$ cat src/rtl/nebula_pkg.sv
// Shared NoC types: flit format plus traffic-generator pattern and state enums.
package nebula_pkg;

    localparam int FLIT_DATA_W = 32;
    localparam int COORD_W     = 4;
    localparam int SEQ_W       = 8;
    localparam logic [15:0] LFSR_TAPS = 16'hB400;  // x^16 + x^14 + x^13 + x^11 + 1

    typedef enum logic [1:0] {
        PACKET_DATA = 2'd0,
        PACKET_REQ  = 2'd1,
        PACKET_RESP = 2'd2,
        PACKET_CTRL = 2'd3
    } packet_type_t;

    typedef struct packed {
        logic                   valid;
        packet_type_t           packet_type;
        logic [COORD_W-1:0]     src_x;
        logic [COORD_W-1:0]     src_y;
        logic [COORD_W-1:0]     dst_x;
        logic [COORD_W-1:0]     dst_y;
        logic [SEQ_W-1:0]       sequence_num;
        logic [FLIT_DATA_W-1:0] data;
    } flit_t;

    typedef enum logic [1:0] {
        UNIFORM_RANDOM   = 2'd0,
        NEAREST_NEIGHBOR = 2'd1,
        HOTSPOT          = 2'd2,
        TRANSPOSE        = 2'd3
    } tg_pattern_t;

    typedef enum logic [1:0] {
        IDLE  = 2'd0,
        RUN   = 2'd1,
        DRAIN = 2'd2,
        DONE  = 2'd3
    } tg_state_t;

    function automatic logic [COORD_W-1:0] coord_mod(input int v, input int n);
        return COORD_W'(v % n);
    endfunction

endpackage

$ cat src/rtl/nebula_lfsr.sv
// 16-bit maximal-length Galois LFSR; a zero seed is replaced by 0x0001.
module nebula_lfsr
    import nebula_pkg::*;
(
    input  logic        clk,
    input  logic        rst_n,
    input  logic        load,
    input  logic [15:0] seed,
    input  logic        en,
    output logic [15:0] value
);

    always_ff @(posedge clk or negedge rst_n) begin
        if (!rst_n) begin
            value <= 16'h0001;
        end else if (load) begin
            value <= (seed == 16'h0000) ? 16'h0001 : seed;
        end else if (en) begin
            value <= {1'b0, value[15:1]} ^ (value[0] ? LFSR_TAPS : 16'h0000);
        end
    end

endmodule

$ cat src/rtl/nebula_traffic_gen.sv
// Synthetic NoC traffic generator: injects flits by pattern, counts responses.
// Define NEBULA_TG_LATENCY_EN to timestamp flits and track response latency.
module nebula_traffic_gen
    import nebula_pkg::*;
#(
    parameter int MY_X          = 0,
    parameter int MY_Y          = 0,
    parameter int MESH_SIZE_X   = 4,
    parameter int MESH_SIZE_Y   = 4,
    parameter int CNT_W         = 16,
    parameter int TS_W          = 16,
    parameter int DRAIN_TIMEOUT = 256
) (
    input  logic              clk,
    input  logic              rst_n,
    input  logic              start,
    input  tg_pattern_t       pattern,
    input  logic [3:0]        inj_rate,
    input  logic [CNT_W-1:0]  num_packets,
    input  logic [3:0]        hotspot_x,
    input  logic [3:0]        hotspot_y,
    input  logic [15:0]       seed,
    output flit_t             req_data,
    output logic              req_valid,
    input  logic              req_ready,
    input  flit_t             resp_data,
    input  logic              resp_valid,
    output logic              resp_ready,
    output logic              busy,
    output logic              done,
    output logic              timeout,
    output logic [CNT_W-1:0]  pkts_sent,
    output logic [CNT_W-1:0]  pkts_received,
    output logic [TS_W-1:0]   max_latency,
    output logic [31:0]       lat_sum
);

    localparam int DRAIN_W = $clog2(DRAIN_TIMEOUT + 1);

    tg_state_t              state_q, state_d;
    tg_pattern_t            pattern_q;
    logic [3:0]             rate_q, hs_x_q, hs_y_q;
    logic [CNT_W-1:0]       num_q;
    logic [DRAIN_W-1:0]     drain_cnt;
    logic [15:0]            lfsr_val;
    logic                   accept_start, send_hs, recv_hs, form_flit;
    logic                   drained, drain_expired;
    logic [CNT_W-1:0]       sent_inc, recv_inc, sent_next;
    logic [COORD_W-1:0]     dst_x, dst_y;
    logic [FLIT_DATA_W-1:0] flit_payload;
    logic                   unused_bits;

    assign accept_start  = start && (state_q == IDLE || state_q == DONE);
    assign send_hs       = req_valid && req_ready;
    assign recv_hs       = resp_valid && resp_ready && (state_q == RUN || state_q == DRAIN);
    assign sent_inc      = (&pkts_sent) ? pkts_sent : pkts_sent + 1'b1;
    assign recv_inc      = (&pkts_received) ? pkts_received : pkts_received + 1'b1;
    assign sent_next     = send_hs ? sent_inc : pkts_sent;
    assign drained       = pkts_received >= pkts_sent;
    assign drain_expired = drain_cnt == DRAIN_W'(DRAIN_TIMEOUT - 1);

    // A new flit may replace the current one in the same cycle it is accepted.
    assign form_flit = (state_q == RUN) && (!req_valid || req_ready) &&
                       (sent_next < num_q) && (lfsr_val[3:0] <= rate_q);

    assign resp_ready = rst_n;
    assign busy       = (state_q == RUN) || (state_q == DRAIN);
    assign done       = (state_q == DONE);

    nebula_lfsr u_lfsr (
        .clk   (clk),
        .rst_n (rst_n),
        .load  (accept_start),
        .seed  (seed),
        .en    (state_q == RUN),
        .value (lfsr_val)
    );

    always_ff @(posedge clk or negedge rst_n) begin
        if (!rst_n) state_q <= IDLE;
        else        state_q <= state_d;
    end

    always_comb begin
        state_d = state_q;
        unique case (state_q)
            IDLE, DONE: if (start) state_d = (num_packets == '0) ? DONE : RUN;
            RUN:        if (send_hs && sent_inc >= num_q) state_d = DRAIN;
            DRAIN:      if (drained || drain_expired) state_d = DONE;
            default:    state_d = IDLE;
        endcase
    end

    always_comb begin
        dst_x = hs_x_q;
        dst_y = hs_y_q;
        unique case (pattern_q)
            UNIFORM_RANDOM: begin
                dst_x = coord_mod(int'(lfsr_val[7:4]), MESH_SIZE_X);
                dst_y = coord_mod(int'(lfsr_val[11:8]), MESH_SIZE_Y);
            end
            NEAREST_NEIGHBOR: begin
                dst_x = coord_mod(MY_X + 1, MESH_SIZE_X);
                dst_y = COORD_W'(MY_Y);
            end
            TRANSPOSE: begin
                dst_x = coord_mod(MY_Y, MESH_SIZE_X);
                dst_y = coord_mod(MY_X, MESH_SIZE_Y);
            end
            default: ;
        endcase
    end

    always_ff @(posedge clk or negedge rst_n) begin
        if (!rst_n) begin
            pattern_q     <= UNIFORM_RANDOM;
            rate_q        <= '0;
            num_q         <= '0;
            hs_x_q        <= '0;
            hs_y_q        <= '0;
            req_valid     <= 1'b0;
            req_data      <= '0;
            pkts_sent     <= '0;
            pkts_received <= '0;
            drain_cnt     <= '0;
            timeout       <= 1'b0;
        end else if (accept_start) begin
            pattern_q     <= pattern;
            rate_q        <= inj_rate;
            num_q         <= num_packets;
            hs_x_q        <= hotspot_x;
            hs_y_q        <= hotspot_y;
            pkts_sent     <= '0;
            pkts_received <= '0;
            drain_cnt     <= '0;
            timeout       <= 1'b0;
        end else begin
            if (send_hs) pkts_sent <= sent_inc;
            if (recv_hs) pkts_received <= recv_inc;
            if (form_flit) begin
                req_valid             <= 1'b1;
                req_data.valid        <= 1'b1;
                req_data.packet_type  <= PACKET_DATA;
                req_data.src_x        <= COORD_W'(MY_X);
                req_data.src_y        <= COORD_W'(MY_Y);
                req_data.dst_x        <= dst_x;
                req_data.dst_y        <= dst_y;
                req_data.sequence_num <= SEQ_W'(sent_next);
                req_data.data         <= flit_payload;
            end else if (send_hs) begin
                req_valid <= 1'b0;
            end
            if (state_q == DRAIN) begin
                if (drain_cnt != '1) drain_cnt <= drain_cnt + 1'b1;
                if (!drained && drain_expired) timeout <= 1'b1;
            end else begin
                drain_cnt <= '0;
            end
        end
    end

`ifdef NEBULA_TG_LATENCY_EN
    logic [TS_W-1:0] cycle_q, lat_now;
    logic [32:0]     lat_sum_add;

    // Timestamp is the count of the first cycle the flit is visible on req.
    always_comb begin
        flit_payload             = '0;
        flit_payload[TS_W-1:0]   = cycle_q + 1'b1;
    end

    // Wraps by design: latency is taken modulo 2^TS_W.
    always_ff @(posedge clk or negedge rst_n) begin
        if (!rst_n) cycle_q <= '0;
        else        cycle_q <= cycle_q + 1'b1;
    end

    assign lat_now     = cycle_q - resp_data.data[TS_W-1:0];
    assign lat_sum_add = {1'b0, lat_sum} + 33'(lat_now);

    always_ff @(posedge clk or negedge rst_n) begin
        if (!rst_n) begin
            max_latency <= '0;
            lat_sum     <= '0;
        end else if (accept_start) begin
            max_latency <= '0;
            lat_sum     <= '0;
        end else if (recv_hs) begin
            if (lat_now > max_latency) max_latency <= lat_now;
            lat_sum <= lat_sum_add[32] ? 32'hFFFF_FFFF : lat_sum_add[31:0];
        end
    end
`else
    always_comb begin
        flit_payload       = '0;
        flit_payload[15:0] = lfsr_val;
    end

    assign max_latency = '0;
    assign lat_sum     = '0;
`endif

    assign unused_bits = ^{resp_data, lfsr_val};

endmodule

$ cat config.mk
export PLATFORM = sky130hd
export DESIGN_NAME = nebula_traffic_gen
export DESIGN_NICKNAME = d
export VERILOG_FILES = /design/src/rtl/nebula_pkg.sv /design/src/rtl/nebula_lfsr.sv /design/src/rtl/nebula_traffic_gen.sv
export SDC_FILE = /design/constraint.sdc
export NUM_CORES = 1
export LEC_CHECK = 0
export ABC_AREA = 1
export BUFFER_PORTS_ARGS = -buffer_cell sky130_fd_sc_hd__buf_2
export CAP_MARGIN = 10
export CORE_ASPECT_RATIO = 1.25
export CORE_MARGIN = 3
export CORE_UTILIZATION = 57
export DETAILED_ROUTE_END_ITERATION = 6
export PLACE_DENSITY = 0.88
export SETUP_SLACK_MARGIN = 0.15
export SYNTH_ARGS = -nofsm -noshare
export SYNTH_HDL_FRONTEND = slang
export SYNTH_HIERARCHICAL = 1
export SYNTH_SLANG_ARGS = --single-unit
$ cat constraint.sdc
create_clock -name clk -period 9.5 [get_ports clk]
set_input_delay 0.475 -clock clk [delete_from_list [all_inputs] [get_ports clk]]
set_output_delay 0.475 -clock clk [all_outputs]
set_load 0.1 [all_outputs]
Word level (Yosys, flattened, before mapping)
Index checks and enable logic that the tools add are counted.
Word-level totals
  register bits: 124
  bits of input ports: 110
  output and inout bits: 144
Operators by class
  reductions and logical operators: 33
  mux-type cells: 25
  magnitude comparators: 4
  add/subtract/negate cells: 3
  bitwise gates (word level): 2
  equal/unequal tests: 12
Operators with widths (number)
  $mux W16: 10
  $add A16 B1 Y16 const B: 2
  $ge A16 B16 Y1: 2
  $logic_not A16 Y1: 2
  $reduce_and A16 Y1: 2
  $mux W9: 3
  $lt A16 B16 Y1: 1
  $xor A15 B16 Y16: 1
  $pmux W4 S3: 1
  $reduce_bool A2 Y1: 5
  $add A9 B1 Y9 const B: 1
  $eq A9 B8 Y1 const B: 1
  $logic_and A1 B1 Y1: 9
  $ne A9 B9 Y1 const B: 1
  $mux W2: 4
  $pmux W4 S2: 1
  $reduce_and A2 Y1: 4
  $eq A2 B2 Y1 const B: 3
  $ne A2 B2 Y1 const B: 3
  $pmux W2 S3: 1
  $mux W1: 5
  $eq A2 B1 Y1 const B: 2
  $le A4 B4 Y1: 1
  $logic_not A2 Y1: 2
  other kinds (7): 12

Logic depth before layout (Yosys ltp)
  depth in word-level cells: 8
  gate-level depth with buffers: 24

Hierarchy
The synthesis kept the hierarchy.
Modules (own cells, without submodules)
  nebula_traffic_gen: area each 7278.2 µm², cells each 890, instances 1
  nebula_lfsr: area each 947.2 µm², cells each 116, instances 1

Worst setup path before layout
OpenSTA, ideal clock, no wires.
  path type: register to register
  from: reg pkts_sent[0]
  to: reg req_data[0] (netlist name)
  clock period less this slack: 4047 ps
  library setup time: 119 ps
  arrival: 3927 ps
  stages on the path, launching flop included: 22
  setup slack: 5453 ps
  cells stage by stage: dfrtp_1 -> ha_1 -> nand3_1 -> nor2_4 -> nand2_2 -> inv_2 -> nor2_2 -> nand2_1 -> nor2_2 -> nand3_2 -> nor2_2 -> xor2_1 -> nand2_1 -> nand2_1 -> ha_1 -> a22oi_1 -> nand4_1 -> nor4_4 -> nand2_8 -> buf_12 -> nand2_4 -> nand2_2
Between the ends
  longest elaborated chain between the ends: 7
  elaborated cells between the ends (all ways): 8
RTL lines
  from (decl): RTL line nebula_traffic_gen.sv:32  | output logic [CNT_W-1:0] pkts_sent,
  from (signal assigned): RTL line nebula_traffic_gen.sv:138  | if (send_hs) pkts_sent <= sent_inc;
  $add A16 B1 Y16 or $reduce_and A16 Y1 (tied branches): RTL line nebula_traffic_gen.sv:56  | assign sent_inc = (&pkts_sent) ? pkts_sent : pkts_sent + 1'b1;
  $mux W16: RTL line nebula_traffic_gen.sv:56
  $mux W16 (*)
  $lt A16 B16 Y1 (*): RTL line nebula_traffic_gen.sv:64  | (sent_next < num_q) && (lfsr_val[3:0] <= rate_q);
  $logic_and A1 B1 Y1 (*): RTL line nebula_traffic_gen.sv:63  | assign form_flit = (state_q == RUN) && (!req_valid || req_ready) &&
  $logic_and A1 B1 Y1 (*): RTL line nebula_traffic_gen.sv:64
  $reduce_and A2 Y1 (no line) (*)
  to (decl): RTL line nebula_traffic_gen.sv:23  | output flit_t req_data,
Every way passes the cells marked *; elsewhere a longest branch is shown, timed or not.
A chain may end at the register's enable or synchronous reset.

Final worst setup path
  from: reg pkts_sent[0]
  to: reg req_data[34] (netlist name)
Between the ends
  longest elaborated chain between the ends: 7
  elaborated cells between the ends (all ways): 8
RTL lines (RTL line)
  $add A16 B1 Y16 or $reduce_and A16 Y1 (tied branches): nebula_traffic_gen.sv:56
  $mux W16: nebula_traffic_gen.sv:56
  $mux W16 (*)
  $lt A16 B16 Y1: nebula_traffic_gen.sv:64
  $logic_and A1 B1 Y1: nebula_traffic_gen.sv:63
  $logic_and A1 B1 Y1: nebula_traffic_gen.sv:64
  $reduce_and A2 Y1 (no line)
Marked as above.

==> results <==
- The flow ran to the end, and the final reports show no timing, DRC or antenna violations.
- The count of cells resized by post-cts repair is 0.
- The number of buffers inserted to repair setup after CTS is 0.
- The routed layout has 6912 vias.
- The type of element capturing the critical path is a flip-flop.
- Setup repair after global routing left no endpoint under its margin.
- The final-report setup violation count is 0.
- On the final layout, the worst hold slack is 0.267 ns.
- Once detailed placement completed, the half-perimeter wirelength came to approximately 14000 um.
- The highest clock rate is 0.231 GHz.
- For this run, the total global-route usage over all layers was measured as 25.3%.
- No sink is reached through more buffers than the 2 on the longest clock path.
- The width of the die is 113 um.
- The quantity of I/O buffers inserted on ports is 120.
- For the pin with the worst max-slew slack, the measured transition is 0.841 ns.
- For the worst-skew pair, the clock arrives at the later sink with an insertion delay of 0.41 ns.
- The type of origin of the critical path is a flip-flop.
- The maximum number of pins on one net before global-route repair is 67.
- The combined area of all synthesized cells is 8230 um2.
- The part of the power in combinational logic is 54.0%.
- The first TritonRoute pass finished after 6 iterations.
- The hold buffer count at cts is 0.
- The met1 wire length is 8020 um.
- The area of all placed cells without fillers is around 9000 um2.
- The post-synthesis register bit count is ~120.
- The area enclosed by the die boundary is 15900 um2.
- For this design the ratio of total power to cell area is roughly 360 nW/um2.
- The worst setup path is of the reg -> reg kind.
- The standby leakage power is between 4 and 5 nW.
- The number of max-capacitance violations reported is 0.
- The synthesized design contains 0 enable-type register cells.
- At the end of routability-driven placement, the weighted congestion stood at 0.916.
- TritonCTS built the clock tree.
- After floorplanning, the core was divided into 48 placement rows.
- The internal power contribution is 0.00154 W.
- The via count of the first global-routing pass was slightly below 7000.
- The clock drives 124 sinks.
- The layout overhead on the synthesized area is 11.7%.
- Counting I/O delays and the setup requirement, the final critical path takes 4.33 ns.
- Of the total power, registers draw 26.0%.
- In the detailed route, the total length drawn on met3 is 1210 um.
- The largest vdd supply drop is 0.291 mV.
- The worst slew margin relative to its limit is 44.0%.
- The worst path arrival time is 4.63 ns.
- After global routing the overflow that remains totals 0.
- In this run the number of H-tree levels came out at 4.
- The share of total power consumed by net switching is between 50 and 60%.
- The clock share of power is approximately a fifth.
- The root cell of the clock tree is sky130_fd_sc_hd__clkbuf_16.
- The sequential fraction of the synthesis area is a little under two fifths.
- The peak fanout along the critical path is 34.
- Of all flip-flops after synthesis, the portion carrying an async set or reset was between 90% and 100%.
- Of the cells placed in the final design, the portion with a size suffix greater than 1 is 23.0%.
- The total I/O pin count is 254.
- The overall die height is 140 um.
- The final count of pins violating max slew is 0.
- Dividing the detail-routed via count by the number of cells gives 5.29.
- In the synthesized netlist the dominant register cell turns out to be sky130_fd_sc_hd__dfrtp_1.
- The multi-input combinational cells in the finished layout cover a total of 4190 um2.
- Between clock sinks in the finished design, the worst skew comes to 0.0101 ns.
- For flop-to-flop paths, the worst setup slack is 5.17 ns.
- Data on the critical path is required at its endpoint by 9.80 ns.
- The mean area per synthesized cell is 8.18 um2.
- The filler cell count is about 1200.
- The final-stage net count is 1289.
- The highest routing layer actually used is met4.
- The detail-routed net length per standard cell is around 15 um.
- The post-synthesis instance total is between 1000 and 1500.
- In the final timing run, aggregate negative setup slack is 0 ns.
- The path class of the tightest hold or removal check is in -> reg.
- Yosys printed 6 warnings.
- The count of endpoints failing hold in the final timing report was 0.
- The clock buffer count from CTS is 17.
- The core region is roughly 14000 um2.
- Across the whole layout, storage elements account for 3100 um2.
- The final clock period utilization by the worst path is 45.6%.
- The number of antenna diodes in the final layout is 0.
- The post-detailed-route DRC marker count is 0.
- The detailed route wirelength on metal2 is between 9000 and 10000 um.
- For this design the total switching power over the nets is ~0.0018 W.
- Synthesis instantiated 49 different standard cells from the library.
- Once detail routing completed, the nets flagged for antenna violations numbered 0.
- The instance area at placement is 8580 um2.
- The clock-pin transition on the worst setup and hold timing paths is 0.06 ns.
- The number of antenna violations at the first check in global routing was 0.
- The first global-routing pass estimated approximately 32000 um of wire.
- The starting density of the core is 58.8%.
- The routed design has 19800 um of wire.
- The initial detailed-routing violation count is around 550.
## cell families after synthesis
family          count (synthesis)  share of synthesized area, %
simple gates                  442                          26.7
buf+inv                       219                          14.7
compound gates                148                          10.5
flops                         124                          37.7
fa+ha+maj                      60                          9.13
xor+xnor                       12                          1.28
other cells                     1                        0.0456
## metal layers
layer,global-route usage [%],vias to the layer above
li1,-,3333
met1,31.4,3257
met2,42.9,275
met3,5.19,47
met4,10.2,0
met5,0,-
## final timing paths
kind	cells after the start	end	startpoint
max	21	req_data[34]$_DFFE_PN0P_	pkts_sent[0]$_DFF_PN0_
max in group asynchronous	3	pkts_sent[7]$_DFF_PN0_	rst_n
min in group asynchronous	2	req_data[43]$_DFFE_PN0P_	rst_n
min	3	rate_q[0]$_DFFE_PN0P_	inj_rate[0]
max reg2reg	21	req_data[34]$_DFFE_PN0P_	pkts_sent[0]$_DFF_PN0_
min reg2reg	2	req_data[58]$_DFFE_PN0P_	req_data[58]$_DFFE_PN0P_
## final cells by class
class | count | area share [%]
Multi-Input combinational cell | 736 | 45.6
Sequential cell | 124 | 33.8
Timing Repair Buffer | 124 | 6.89
Clock buffer | 21 | 5.01
Inverter | 116 | 4.75
Tap cell | 175 | 2.38
Clock inverter | 11 | 1.55
## synth_stat cells (6+ instances only)
master                     count  area (um2)
sky130_fd_sc_hd__inv_1       107         402
sky130_fd_sc_hd__nand4_1       7        43.8
sky130_fd_sc_hd__nor3_1       16        80.1
sky130_fd_sc_hd__ha_1         60         751
sky130_fd_sc_hd__a21oi_2       9        78.8
sky130_fd_sc_hd__o21ai_1       6        30.0
sky130_fd_sc_hd__nor4_1        7        43.8
sky130_fd_sc_hd__nor2_1       64         240
sky130_fd_sc_hd__nand3_1      60         300
sky130_fd_sc_hd__a21oi_1      48         240
sky130_fd_sc_hd__o21ai_0      59         295
sky130_fd_sc_hd__nand2_1     206         773
sky130_fd_sc_hd__nand2_4      30         338
sky130_fd_sc_hd__clkbuf_1     10        37.5
sky130_fd_sc_hd__nand2_2      33         206
sky130_fd_sc_hd__dfrtp_1     123        3080
sky130_fd_sc_hd__xor2_1       10        87.6
sky130_fd_sc_hd__buf_4        77         578
sky130_fd_sc_hd__nor2_2       11        68.8
sky130_fd_sc_hd__inv_2         7        26.3
## flip-flops by register name (all words and copies together) (netlist names)
register and flops:
state_q 2, hs_x_q 4, num_q 16, timeout 1
pkts_sent 16, hs_y_q 4, rate_q 4, drain_cnt 9
req_data 33, pattern_q 2, u_lfsr/value 16, req_valid 1
pkts_received 16
## worst max-delay path, stage by stage (launching register included)
cell and delay [ns]:
sky130_fd_sc_hd__dfrtp_1 0.48, sky130_fd_sc_hd__ha_1 0.26, sky130_fd_sc_hd__nand3_1 0.17, sky130_fd_sc_hd__nor2_4 0.07, sky130_fd_sc_hd__nand2_2 0.10, sky130_fd_sc_hd__inv_2 0.05
sky130_fd_sc_hd__nor2_2 0.09, sky130_fd_sc_hd__nand2_1 0.11, sky130_fd_sc_hd__nor2_2 0.17, sky130_fd_sc_hd__nand3_2 0.11, sky130_fd_sc_hd__nor2_2 0.11, sky130_fd_sc_hd__xor2_1 0.20
sky130_fd_sc_hd__nand2_1 0.09, sky130_fd_sc_hd__nand2_1 0.10, sky130_fd_sc_hd__ha_1 0.25, sky130_fd_sc_hd__a22oi_1 0.22, sky130_fd_sc_hd__nand4_1 0.18, sky130_fd_sc_hd__nor4_4 0.33
sky130_fd_sc_hd__buf_4 0.44, sky130_fd_sc_hd__nand2_8 0.37, sky130_fd_sc_hd__nand2_1 0.18, sky130_fd_sc_hd__nand2_1 0.06
## power by group through the flow
stage | sequential (W) | clock (W) | combinational [W]
after global placement | 0.000860 | 0 | 0.00175
after CTS | 0.000864 | 0.000673 | 0.00181
final | 0.000866 | 0.000665 | 0.00180
after global routing | 0.000888 | 0.000696 | 0.00195
after floorplan | 0.00134 | 0 | 0.00107
after detailed placement | 0.000869 | 0 | 0.00179
## cell usage in the layout (no fill, tap or decap), types with 2 or more instances in the layout
cell                         netlist  routed
sky130_fd_sc_hd__a211oi_1          5       5
sky130_fd_sc_hd__a21oi_1          48      48
sky130_fd_sc_hd__a21oi_2           9       9
sky130_fd_sc_hd__a22oi_1           4       4
sky130_fd_sc_hd__a31oi_2           3       3
sky130_fd_sc_hd__buf_2             5     119
sky130_fd_sc_hd__buf_4            77       5
sky130_fd_sc_hd__bufinv_16         0       3
sky130_fd_sc_hd__clkbuf_1         10       2
sky130_fd_sc_hd__clkbuf_16         0      17
sky130_fd_sc_hd__clkbuf_8          0       2
sky130_fd_sc_hd__clkinv_2          1       4
sky130_fd_sc_hd__clkinvlp_4        0       5
sky130_fd_sc_hd__conb_1            1      74
sky130_fd_sc_hd__dfrtp_1         123     123
sky130_fd_sc_hd__ha_1             60      60
sky130_fd_sc_hd__inv_1           107     107
sky130_fd_sc_hd__inv_2             7       7
sky130_fd_sc_hd__nand2_1         206     206
sky130_fd_sc_hd__nand2_2          33      33
sky130_fd_sc_hd__nand2_4          30      30
sky130_fd_sc_hd__nand3_1          60      60
sky130_fd_sc_hd__nand3_2           4       4
sky130_fd_sc_hd__nand4_1           7       7
sky130_fd_sc_hd__nor2_1           64      64
sky130_fd_sc_hd__nor2_2           11      11
sky130_fd_sc_hd__nor3_1           16      16
sky130_fd_sc_hd__nor4_1            7       7
sky130_fd_sc_hd__o21a_1            2       2
sky130_fd_sc_hd__o21ai_0          59      59
sky130_fd_sc_hd__o21ai_1           6       6
sky130_fd_sc_hd__o22ai_1           2       2
sky130_fd_sc_hd__o31ai_1           3       3
sky130_fd_sc_hd__xnor2_1           2       2
sky130_fd_sc_hd__xor2_1           10      10
## per-stage QoR
step,worst slack [ns],power (W),utilization (%),instances
6_report,5.17,0.00333,65.6,1307
5_1_grt,4.85,0.00353,65.6,1307
4_1_cts,5.18,0.00334,65.6,1307
3_5_place_dp,5.27,0.00266,61.3,1275
3_3_place_gp,5.33,0.00261,61.3,1275
2_1_floorplan,5.45,0.00241,-,1079
No activity file was read; power rests on OpenSTA's default activity.
